File: src/rtl/ap_ctrl_hs_driver_if.sv
// Command, ap_ctrl_hs handshake and run-statistics signals between host, driver and HLS core.
// master = the driver side, slave = the host/core side.
interface ap_ctrl_hs_driver_if #(
  parameter int ITER_W = 16,
  parameter int LAT_W  = 32
);
  logic              cmd_valid;
  logic              cmd_ready;
  logic [ITER_W-1:0] cmd_count;
  logic              abort;
  logic              ap_start;
  logic              ap_ready;
  logic              ap_done;
  logic              busy;
  logic              run_done;
  logic              timeout_err;
  logic [ITER_W-1:0] iter_cnt;
  logic [LAT_W-1:0]  last_latency;
  logic [LAT_W-1:0]  max_latency;
  logic [LAT_W-1:0]  run_cycles;

  modport master (
    input  cmd_valid, cmd_count, abort, ap_ready, ap_done,
    output cmd_ready, ap_start, busy, run_done, timeout_err,
           iter_cnt, last_latency, max_latency, run_cycles
  );

  modport slave (
    output cmd_valid, cmd_count, abort, ap_ready, ap_done,
    input  cmd_ready, ap_start, busy, run_done, timeout_err,
           iter_cnt, last_latency, max_latency, run_cycles
  );
endinterface

File: src/rtl/ap_ctrl_hs_driver.sv
// ap_ctrl_hs initiator: runs cmd_count back-to-back core transactions, one outstanding, registered outputs.
// Commands accepted only in IDLE (cmd_ready); core backpressure via ap_ready, hangs bounded by TIMEOUT.
module ap_ctrl_hs_driver #(
  parameter int ITER_W  = 16,
  parameter int LAT_W   = 32,
  parameter int TIMEOUT = 4096
) (
  input logic                 clock,
  input logic                 reset,
  ap_ctrl_hs_driver_if.master bus
);

  typedef enum logic [1:0] {IDLE, START, WAIT_DONE, FINISH} state_t;

  localparam logic [LAT_W-1:0] LAT_MAX = '1;
  localparam logic [63:0]      TMO     = 64'(TIMEOUT);

  state_t            state, state_nxt;
  logic [ITER_W-1:0] remaining;
  logic [LAT_W-1:0]  lat;
  logic              accept;
  logic              in_txn;
  logic              complete;
  logic              tmo_hit;

  always_comb begin
    accept    = 1'b0;
    in_txn    = 1'b0;
    complete  = 1'b0;
    tmo_hit   = 1'b0;
    state_nxt = state;

    accept = (state == IDLE) && bus.cmd_valid;
    in_txn = (state == START) || (state == WAIT_DONE);
    // ap_done without ap_ready while still starting is a core protocol violation and is ignored
    complete = ((state == START) && bus.ap_ready && bus.ap_done) ||
               ((state == WAIT_DONE) && bus.ap_done);
    tmo_hit  = (TIMEOUT != 0) && in_txn && !complete && (64'(lat) == TMO);

    case (state)
      IDLE: begin
        if (accept) state_nxt = (bus.cmd_count == '0) ? FINISH : START;
      end
      START, WAIT_DONE: begin
        if (complete)
          state_nxt = ((remaining == ITER_W'(1)) || bus.abort) ? FINISH : START;
        else if (tmo_hit || bus.abort)
          state_nxt = FINISH;
        else if ((state == START) && bus.ap_ready)
          state_nxt = WAIT_DONE;
      end
      FINISH:  state_nxt = IDLE;
      default: state_nxt = IDLE;
    endcase
  end

  always_ff @(posedge clock or posedge reset) begin
    if (reset) begin
      state            <= IDLE;
      remaining        <= '0;
      lat              <= '0;
      bus.ap_start     <= 1'b0;
      bus.cmd_ready    <= 1'b1;
      bus.busy         <= 1'b0;
      bus.run_done     <= 1'b0;
      bus.timeout_err  <= 1'b0;
      bus.iter_cnt     <= '0;
      bus.last_latency <= '0;
      bus.max_latency  <= '0;
      bus.run_cycles   <= '0;
    end else begin
      state         <= state_nxt;
      bus.ap_start  <= (state_nxt == START);
      bus.cmd_ready <= (state_nxt == IDLE);
      bus.busy      <= (state_nxt != IDLE);
      bus.run_done  <= (state_nxt == FINISH);

      if (accept) begin
        remaining        <= bus.cmd_count;
        bus.iter_cnt     <= '0;
        bus.last_latency <= '0;
        bus.max_latency  <= '0;
        bus.run_cycles   <= '0;
        bus.timeout_err  <= 1'b0;
      end else begin
        if ((state != IDLE) && (bus.run_cycles != LAT_MAX))
          bus.run_cycles <= bus.run_cycles + LAT_W'(1);
        if (complete) begin
          bus.iter_cnt     <= bus.iter_cnt + ITER_W'(1);
          remaining        <= remaining - ITER_W'(1);
          bus.last_latency <= lat;
          if (lat > bus.max_latency) bus.max_latency <= lat;
        end
        if (tmo_hit) bus.timeout_err <= 1'b1;
      end

      // lat reads 1 in the first START cycle of every transaction, including zero-bubble restarts
      if (accept || complete)
        lat <= LAT_W'(1);
      else if (in_txn && (lat != LAT_MAX))
        lat <= lat + LAT_W'(1);
    end
  end

endmodule
File: src/flat_wrapper.sv
// flat-port wrapper written by rule: the top's interface ports become plain ports
module ap_ctrl_hs_driver_flat 
#(
  parameter int ITER_W  = 16,
  parameter int LAT_W   = 32,
  parameter int TIMEOUT = 4096
)
  (clock, reset, bus_cmd_valid, bus_cmd_count, bus_abort, bus_ap_ready, bus_ap_done, bus_cmd_ready, bus_ap_start, bus_busy, bus_run_done, bus_timeout_err, bus_iter_cnt, bus_last_latency, bus_max_latency, bus_run_cycles);
  ap_ctrl_hs_driver_if #(.ITER_W(ITER_W), .LAT_W(LAT_W)) bus_i ();
  input logic clock;
  input logic reset;
  input wire logic [$bits(bus_i.cmd_valid)-1:0] bus_cmd_valid;
  input wire logic [$bits(bus_i.cmd_count)-1:0] bus_cmd_count;
  input wire logic [$bits(bus_i.abort)-1:0] bus_abort;
  input wire logic [$bits(bus_i.ap_ready)-1:0] bus_ap_ready;
  input wire logic [$bits(bus_i.ap_done)-1:0] bus_ap_done;
  output wire logic [$bits(bus_i.cmd_ready)-1:0] bus_cmd_ready;
  output wire logic [$bits(bus_i.ap_start)-1:0] bus_ap_start;
  output wire logic [$bits(bus_i.busy)-1:0] bus_busy;
  output wire logic [$bits(bus_i.run_done)-1:0] bus_run_done;
  output wire logic [$bits(bus_i.timeout_err)-1:0] bus_timeout_err;
  output wire logic [$bits(bus_i.iter_cnt)-1:0] bus_iter_cnt;
  output wire logic [$bits(bus_i.last_latency)-1:0] bus_last_latency;
  output wire logic [$bits(bus_i.max_latency)-1:0] bus_max_latency;
  output wire logic [$bits(bus_i.run_cycles)-1:0] bus_run_cycles;
  assign bus_i.cmd_valid = bus_cmd_valid;
  assign bus_i.cmd_count = bus_cmd_count;
  assign bus_i.abort = bus_abort;
  assign bus_i.ap_ready = bus_ap_ready;
  assign bus_i.ap_done = bus_ap_done;
  assign bus_cmd_ready = bus_i.cmd_ready;
  assign bus_ap_start = bus_i.ap_start;
  assign bus_busy = bus_i.busy;
  assign bus_run_done = bus_i.run_done;
  assign bus_timeout_err = bus_i.timeout_err;
  assign bus_iter_cnt = bus_i.iter_cnt;
  assign bus_last_latency = bus_i.last_latency;
  assign bus_max_latency = bus_i.max_latency;
  assign bus_run_cycles = bus_i.run_cycles;
  ap_ctrl_hs_driver #(.ITER_W(ITER_W), .LAT_W(LAT_W), .TIMEOUT(TIMEOUT)) u_core (.clock(clock), .reset(reset), .bus(bus_i));
endmodule
File: config.mk
export PLATFORM = sky130hd
export DESIGN_NAME = ap_ctrl_hs_driver_flat
export DESIGN_NICKNAME = d
export VERILOG_FILES = /design/src/rtl/ap_ctrl_hs_driver_if.sv /design/src/rtl/ap_ctrl_hs_driver.sv /design/src/flat_wrapper.sv
export SDC_FILE = /design/constraint.sdc
export NUM_CORES = 1
export LEC_CHECK = 0
export ABC_AREA = 0
export CAP_MARGIN = 20
export CORE_MARGIN = 2
export CORE_UTILIZATION = 49
export CTS_CLUSTER_SIZE = 30
export DETAILED_ROUTE_END_ITERATION = 12
export PLACE_DENSITY = 0.77
export SKIP_LAST_GASP = 1
export SLEW_MARGIN = 20
export SYNTH_ARGS = -nofsm -noshare
export SYNTH_HDL_FRONTEND = slang
export SYNTH_SLANG_ARGS = --single-unit
File: constraint.sdc
create_clock -name clock -period 6.2 [get_ports clock]
set_clock_uncertainty 0.2 [all_clocks]
set_input_delay 1.24 -clock clock [delete_from_list [all_inputs] [get_ports clock]]
set_output_delay 1.24 -clock clock [all_outputs]
set_load 0.1 [all_outputs]
-- After elaboration in Yosys (flattened, before gate mapping)
Cells that the tools add are included.
- RAM bits: 0
- output and inout port bits: 117
- flip-flop bits (word level): 167
- memories: 0
- memory bits (read-only): 0
- word-level logic and storage cells: 74
- bits in latches: 0
- reductions and logical operators: 26
- div/mod/pow operators: 0
- $lt $le $gt $ge: 1
- shifts and indexed selects: 0
- $mul: 0
- bitwise logic cells: 0
- mux-type cells: 22
- eq/ne operators: 9
- add/subtract/negate cells: 4
- operators by type and width (cell ; count):
    two-way mux 32 bit ; 9
    adder 32 x 1 -> 32 bit (second input constant) ; 2
    two-way mux 16 bit ; 4
    != test 32 bit (second input constant) ; 2
    equality test 32 x 13 -> 1 bit (second input constant) ; 1
    greater-than comparator 32 bit ; 1
    adder 16 x 1 -> 16 bit (second input constant) ; 1
    equality test 16 x 1 -> 1 bit (second input constant) ; 1
    zero test 16 bit ; 1
    subtractor 16 x 1 -> 16 bit (second input constant) ; 1
    nonzero test 2 bit ; 7
    two-way mux 2 bit ; 6
    logical AND 1 bit ; 8
    equality test 2 bit (second input constant) ; 3
    one-hot mux 2 bit (3 select lines) ; 1
    logical OR 1 bit ; 5
    equality test 2 x 1 -> 1 bit (second input constant) ; 2
    zero test 2 bit ; 2
    two-way mux 1 bit ; 2
    AND reduction 2 bit ; 1
    OR reduction 2 bit ; 1
    zero test 1 bit ; 1

-- Depth between registers and ports, before layout
Gate-level depths: netlist of the first run.
- word-level depth: 12
- depth in mapped cells: 9

-- Least setup slack after synthesis of the first run
Ideal clock, no wire load.
- path type: register to register
- start: register u_core.bus.max_latency[31] in the netlist's numbering
- end: register u_core.bus.max_latency[0] in the netlist's numbering
- buffers on the path: 1
- data arrival time: 2937 ps
- period minus slack after synthesis: 3216 ps
- setup slack: 2984 ps
- stages on the path, launching flop included: 10
- required time: 5921 ps
- path through: dfrtp_1 -> inv_1 -> ha_1 -> nand4_1 -> or3_1 -> o22ai_1 -> o31ai_1 -> a21oi_1 -> buf_2 -> mux2i_1
- word-level cells in the longest chain between the ends: 3
- RTL lines (what ; line ; source):
    from (decl) ; ap_ctrl_hs_driver_if.sv:25 ; iter_cnt, last_latency, max_latency, run_cycles
    from (signal assigned) ; ap_ctrl_hs_driver.sv:92 ; if (lat > bus.max_latency) bus.max_latency <= lat;
    greater-than comparator 32 bit ; ap_ctrl_hs_driver.sv:92 ;
    nonzero test 2 bit (no line) ; -- ;
    AND reduction 2 bit (no line) ; -- ;
No other way between the ends.
A chain may end at the register's enable or synchronous reset.

-- Final worst setup path of the first run
- start: input bus_ap_ready
- end: register u_core.lat[17]
- word-level cells in the longest chain between the ends: 5
- elaborated cells between the ends (all ways): 6
- those cells by class: mux (1); reduce/logical (5)
- RTL lines (what ; line ; source):
    from (decl) ; flat_wrapper.sv:15 ; input wire logic [$bits(bus_i.ap_ready)-1:0] bus_ap_ready;
    logical AND 1 bit * (2 in series) ; ap_ctrl_hs_driver.sv:36 ; complete = ((state == START) && bus.ap_ready && bus.ap_done) ||
    logical OR 1 bit * ; ap_ctrl_hs_driver.sv:36 ;
    logical OR 1 bit * ; ap_ctrl_hs_driver.sv:98 ; if (accept || complete)
    two-way mux 32 bit or nonzero test 2 bit (tied branches) ; -- ;
    to (signal assigned) ; ap_ctrl_hs_driver.sv:101 ; lat <= lat + LAT_W'(1);
    to (decl) ; ap_ctrl_hs_driver.sv:20 ; logic [LAT_W-1:0] lat;
Every way passes the cells marked *; elsewhere a longest branch is shown, timed or not.

==> out/qor.txt, run 1 <==
Hold_buf cts: 0
Fillers: 1515
Setup ws final: 2.17 ns
Leak Pwr: 4.54 nW
Post-CTS Resized: 0
Top cells by area, synth: dfrtp_1 (46%), nand2_1 (8.3%), ha_1 (5.7%)
Avg WL per Cell: 16.1 um
Yosys Warn Count: 0
Clock Path Buffers: 2
GR peak layer: met2
Largest net degree at the start of global routing: 98
Pre-CTS setup slack: 1.75 ns
Gpl congestion: 0.877
Hold_ws: 0.315 ns
Kind of end point of the critical path: flip-flop
GR Util All Layers: 22.8%
PD cells: 320 mW/mm2
Post-detailed-routing wire length: 21900 um
Hold path depth: 2
R2R setup slack: 2.50 ns
Drt drc: 0
Setup Fix Bufs, Post-CTS: 0
Crit path buf inv count: 2
CTS tree: yes
Critical Path Start: bus_ap_ready
Vias: 7601
Yosys top cell by area: dfrtp_1
CP max stage delay: 0.72 ns
Via density per instance: 5.61
DRT Pass-1 Iters: 5
Fmax: 248 MHz
Synth cell types: 56
Flops & latches, synth: 167
Asr flop ratio synth: 100%
Reg2reg path depth: 8
Final Cell Area: 0.0111 mm2
Final hold vios: 0
Die area: 0.0195 mm2
Levels on crit path: 7
Mapped Area: 0.00900 mm2
Outcome: complete, no violations
Arrival time worst endpoint: 4.20 ns
Minimum clock period: 4.03 ns
Critical path's slowest cell: or4_1
Ys flop type: dfrtp_1
Non-filler cells, final: 1356
Clock insertion delay at the later pin of the skew report: 0.43 ns
Worst EP required: 6.37 ns
Maximum VDD drop: 0.000318 V
Global routing usage on met2: 36.4%
CP endpoint: u_core.lat[17]
Initial antenna violation count: 0
Final #Nets: 1177
Initial Utilization: 50.1%
Worst-path maximum fanout: 31
Most frequent cell after synthesis: nand2_1
RSZ-0062 raised after global routing: no
CTS Sinks: 167
DP HPWL: 15100 um
CTS HTree Levels: 4
Max-slew violations: 0
Most used cell, CP: nand2_1
Num ports: 139
List of most frequent post-synthesis cells: nand2_1 (198), dfrtp_1 (166), nor2_1 (77), a21oi_1 (60), inv_1 (50)
Number of DRC markers in iteration 0: 691
Vias in the first global route: 7063
Post-Synthesis Net Count: 1069
EDFF count, synth: 0
Residual overflow from global routing: 0
Startpoint Class: input pin
Worst Tran Pin Value: 1.05 ns
DIE HEIGHT: 140 um
Row Count: 49
Final period util: 65.0%
CTS Buf Count: 17
Worst-path clk slew: 0.07 ns
Post-Synthesis Cells: 1006
Sequential element share of the synthesized area: 46.5%
M1 GR Usage: 32.5%
Dpl cells: 1324
Core area: 0.0180 mm2
First-pass GRT wire length: 36200 um
Headroom to the max-slew limit: 29.7%
Syn_area_per_cell: 8.94 um2
Reg2reg start: u_core.lat[15]
Max-cap violations: 0
Global routing met3 resource utilization: 3.65%
Top delay family on crit path: simple AND/OR/NAND/NOR gates
Antenna Cells: 0
Port Buffers: 138
Layout Utilization: 61.6%
Area post-placement: 0.0105 mm2
Crit Reg-Reg Endpoint: u_core.bus.max_latency[14]
Die Wd: 140 um
Area Overhead vs Synth: 23.0%
Share of layout cells above drive strength 1: 4.61%
Synth top area share: 46.2%
Cell Chain, Critical Path: clkdlybuf4s50_1, a21o_1, nand2_1, buf_4, nand2_1, or4_1, nand2_1
Post-route ant nets: 0
Hold crit path type: flip-flop to flip-flop
Post-route setup TNS: 0 ns
Root buf cell: clkbuf_16
Total power: 3.54 mW
Setup violators final: 0
WS Path Type: input pin to flip-flop
-- kinds of logic (layout without fill, tap and decap cells) --
| kind of cell | count (synthesis) | count (layout) | share of synthesized area (%) |
|---|---|---|---|
| and+or+nand+nor | 462 | 462 | 24.6 |
| DFF | 167 | 167 | 46.5 |
| AOI/OAI and AO/OA | 121 | 121 | 7.59 |
| buffers and inverters | 106 | 227 | 4.52 |
| xor gates and xnor gates | 70 | 70 | 6.81 |
| adders and majority gates | 41 | 41 | 5.70 |
| muxes | 39 | 39 | 4.34 |
-- tightest hold or removal path: cells and delay by family (launching register included) --
kind	cells	cell delay, ns
flops	1	0.36
simple gates	2	0.12
-- cells in the final DEF (no fill, tap or decap), drive strengths merged, types with 21 or more instances in the layout --
master and n:
nand3 40, nor2 77, inv 56, xnor2 27, nand4 38, a21oi 60
xor2 43, nor4 21, nand2 198, o21ai 35, ha 41, clkdlybuf4s50 138
mux2i 39, dfrtp 166
-- layer usage --
layer | wire, um | up-vias
li1 | - | 3684
met1 | 10000 | 3676
met2 | 10500 | 221
met3 | 1040 | 20
met4 | 299 | 0
met5 | 0 | -
-- flip-flops by register name, summed over array words and instances (netlist names), 2 cells and up --
name and flops:
u_core.bus.last_latency 32, u_core.bus.iter_cnt 16, u_core.remaining 16, u_core.bus.max_latency 32, u_core.bus.run_cycles 32, u_core.lat 32, u_core.state 2
-- where the power goes --
part           switching, mW  internal, mW
sequential             0.114          1.21
clock                  0.468         0.521
combinational          0.893         0.338
total                   1.47          2.07
-- layout make-up --
cell class / instances / area [um2] / share of cell area, %
clock buffer: 17 / 425 / 3.84
clock inverter: 15 / 121 / 1.10
inverter: 50 / 193 / 1.74
multi-input combinational: 733 / 4430 / 40.0
sequential: 167 / 4180 / 37.8
tap: 229 / 287 / 2.59
timing repair buffer: 145 / 1430 / 13.0
-- how the worst min path moves through the flow --
stage / endpoint / from / slack, ns
after CTS: u_core.bus.timeout_err / u_core.bus.timeout_err / 0.32
after global routing: u_core.bus.timeout_err / u_core.bus.timeout_err / 0.34
after detailed placement: u_core.bus.timeout_err / u_core.bus.timeout_err / 0.31
after global placement: u_core.bus.timeout_err / u_core.bus.timeout_err / 0.29
after floorplan: u_core.remaining[10] / u_core.remaining[10] / 0.34
final: u_core.bus.timeout_err / u_core.bus.timeout_err / 0.31
(Power assumes the default switching activity.)
==> run 2, diff against run 1 <==
Clock period 6.2 ns to 3.5 ns, I/O delays scaled along.
==> run 2 against run 1 <==
Compared with the run above: worst setup slack lost 1.7 ns; power is 78% higher; non-clock buffer count grew 13; combinational power rose by 76%; highest routed layer unchanged; clock power rose by 83%; sequential power up 77%; critical path depth down 1; register-to-register slack lost 2.0 ns; cell count is 0.96% higher; sequential cell count did not move; routed wire length rose by 0.77%; the run now ends with DRC left.
==> out/qor.txt, run 2 (synthesis gave the netlist of run 1 again) <==
Outcome: finished, violations left
Failing checks: DRC
Max-cap violations: 0 (unchanged)
Final hold vios: 0 (unchanged)
Final #Nets: 1190 (+1.1%)
Sequential Power Share: 37.0% (-0.3 points)
Residual overflow from global routing: 0 (unchanged)
Switching pwr: 2.56 mW (+74%)
Minimum clock period: 3.01 ns
Worst Tran Pin Value: 1.09 ns (+0.0394 ns)
Number of DRC markers in iteration 0: 584 (-15%)
PD cells: 579 mW/mm2 (+81%)
Dpl cells: 1337 (+0.98%)
Clock insertion delay at the later pin of the skew report: 0.44 ns (about the same)
Initial antenna violation count: 0 (unchanged)
WS Path Type: flip-flop to flip-flop
Share of layout cells above drive strength 1: 15.9% (+11 points)
GR Util All Layers: 22.8% (-0.042 points)
Hold crit path type: flip-flop to flip-flop
First-pass GRT wire length: 36200 um (about the same)
Cell Chain, Critical Path: nand3_1, or4_1, o311ai_1, nor2_1, xnor2_1, nor2_1
Clock Path Buffers: 2 (unchanged)
DP HPWL: 15500 um (+2.9%)
Antenna Cells: 0 (unchanged)
Leak Pwr: 4.85 nW (+6.8%)
Area post-placement: 0.0103 mm2 (-1.6%)
Setup violators final: 0 (unchanged)
Post-CTS Resized: 0 (unchanged)
Total power: 6.32 mW (+78%)
CP max stage delay: 0.95 ns (+0.23 ns)
Post-route setup TNS: 0 ns (unchanged)
Hold_buf cts: 0 (unchanged)
Critical path's slowest cell: o311ai_1
Worst-path maximum fanout: 8 (-74%)
Vias in the first global route: 7198 (+1.9%)
Combinational power share: 34.2% (-0.6 points)
Setup Fix Bufs, Post-CTS: 0 (unchanged)
Core area: 0.0180 mm2 (unchanged)
Vias: 7556 (-0.59%)
Drt drc: 1 (+1)
Most used cell, CP: nor2_1
Commonest non-fill, non-tap cell in the layout: nand2_1
Final period util: 86.0%
Avg WL per Cell: 16.1 um (-0.18%)
Kind of end point of the critical path: flip-flop
Row Count: 49 (unchanged)
Gpl congestion: 0.920 (+4.9%)
CTS Sinks: 167 (unchanged)
Port Buffers: 138 (unchanged)
Final Cell Area: 0.0109 mm2 (-1.4%)
Area Overhead vs Synth: 21.3%
Startpoint Class: flip-flop
Sw frac: 40.5% (-1.2 points)
Most frequent cells in the layout: nand2_1 (197), dfrtp_1 (166), buf_4 (135), nor2_1 (77), a21oi_1 (59)
HP Start: u_core.bus.timeout_err
Clk pwr share: 28.7% (+0.8 points)
CTS Buf Count: 17 (unchanged)
Root buf cell: clkbuf_16
RSZ-0062 raised after global routing: no
Non-filler cells, final: 1369 (+0.96%)
CTS tree: yes
Worst EP required: 3.61 ns (-2.76 ns)
CTS HTree Levels: 4 (unchanged)
Max-slew violations: 0 (unchanged)
Maximum VDD drop: 0.000517 V (+62%)
Post-route ant nets: 0 (unchanged)
Worst-path clk slew: 0.06 ns (about the same)
Int Power: 3.76 mW (+82%)
Fillers: 1520 (+0.33%)
Initial Utilization: 50.1% (unchanged)
Die Wd: 140 um (unchanged)
Largest net degree at the start of global routing: 113 (+15%)
Num ports: 139 (unchanged)
Die area: 0.0195 mm2 (unchanged)
Reg2reg start: u_core.lat[21]
Arrival time worst endpoint: 3.12 ns (-1.08 ns)
Via density per instance: 5.52 (-1.5%)
DIE HEIGHT: 140 um (unchanged)
Headroom to the max-slew limit: 26.2% (-3.6 points)
Critical Path Start: u_core.lat[21]
Layout Utilization: 60.8% (-0.85 points)
DRT Pass-1 Iters: 9 (+4)
Fmax: 332 MHz
Post-detailed-routing wire length: 22000 um (+0.77%)
[run 2: routing by layer]
| layer | up-vias | routed length, um | track usage [%] |
|---|---|---|---|
| met5 | - | 0 | 0 |
| met4 | 0 | 403 | 7.23 |
| met3 | 29 | 1100 | 3.96 |
| met2 | 222 | 10500 | 36.2 |
| met1 | 3611 | 10000 | 31.9 |
| li1 | 3694 | - | - |
[run 2: power by group through the flow]
stage | logic [mW] | clock network [mW] | registers (mW)
after CTS | 2.18 | 1.84 | 2.34
after floorplan | 1.09 | 0 | 2.89
after global routing | 2.35 | 1.92 | 2.36
after global placement | 2.14 | 0 | 2.36
final | 2.16 | 1.81 | 2.34
after detailed placement | 2.17 | 0 | 2.37
[run 2: final timing paths]
| path | end | slack [ns] | cells after the start |
|---|---|---|---|
| worst max-delay path | u_core.lat[21] | 0.49 | 6 |
| worst min-delay path | u_core.bus.timeout_err | 0.31 | 2 |
| worst max register to register | u_core.lat[21] | 0.49 | 6 |
| worst min register to register | u_core.bus.timeout_err | 0.31 | 2 |
| max in group asynchronous | u_core.bus.last_latency[31] | 1.97 | 3 |
| min in group asynchronous | u_core.bus.iter_cnt[4] | 0.54 | 3 |
[run 2: per-stage QoR]
stage	hold WS, ns	setup slack, ns
after floorplan	0.337	0.284
after global placement	0.291	0.456
after detailed placement	0.294	0.439
after CTS	0.309	0.463
after global routing	0.340	0.358
final	0.307	0.490
[run 2: final cells by class]
class	instances	area, um2	share of cell area, %
clock buffers	19	443	4.06
inverters	50	191	1.75
multi-input cells	733	4430	40.6
clock inverters	13	121	1.11
repair buffers	158	1260	11.6
flip-flops and latches	167	4180	38.3
well taps	229	287	2.63
[run 2: critical path, delay by kind of cell, from the launching register on]
kind,cells,cell delay [ns]
AO/OA/AOI/OAI,1,0.95
XOR/XNOR,1,0.20
flip-flops,1,0.52
AND/OR/NAND/NOR,4,1.01
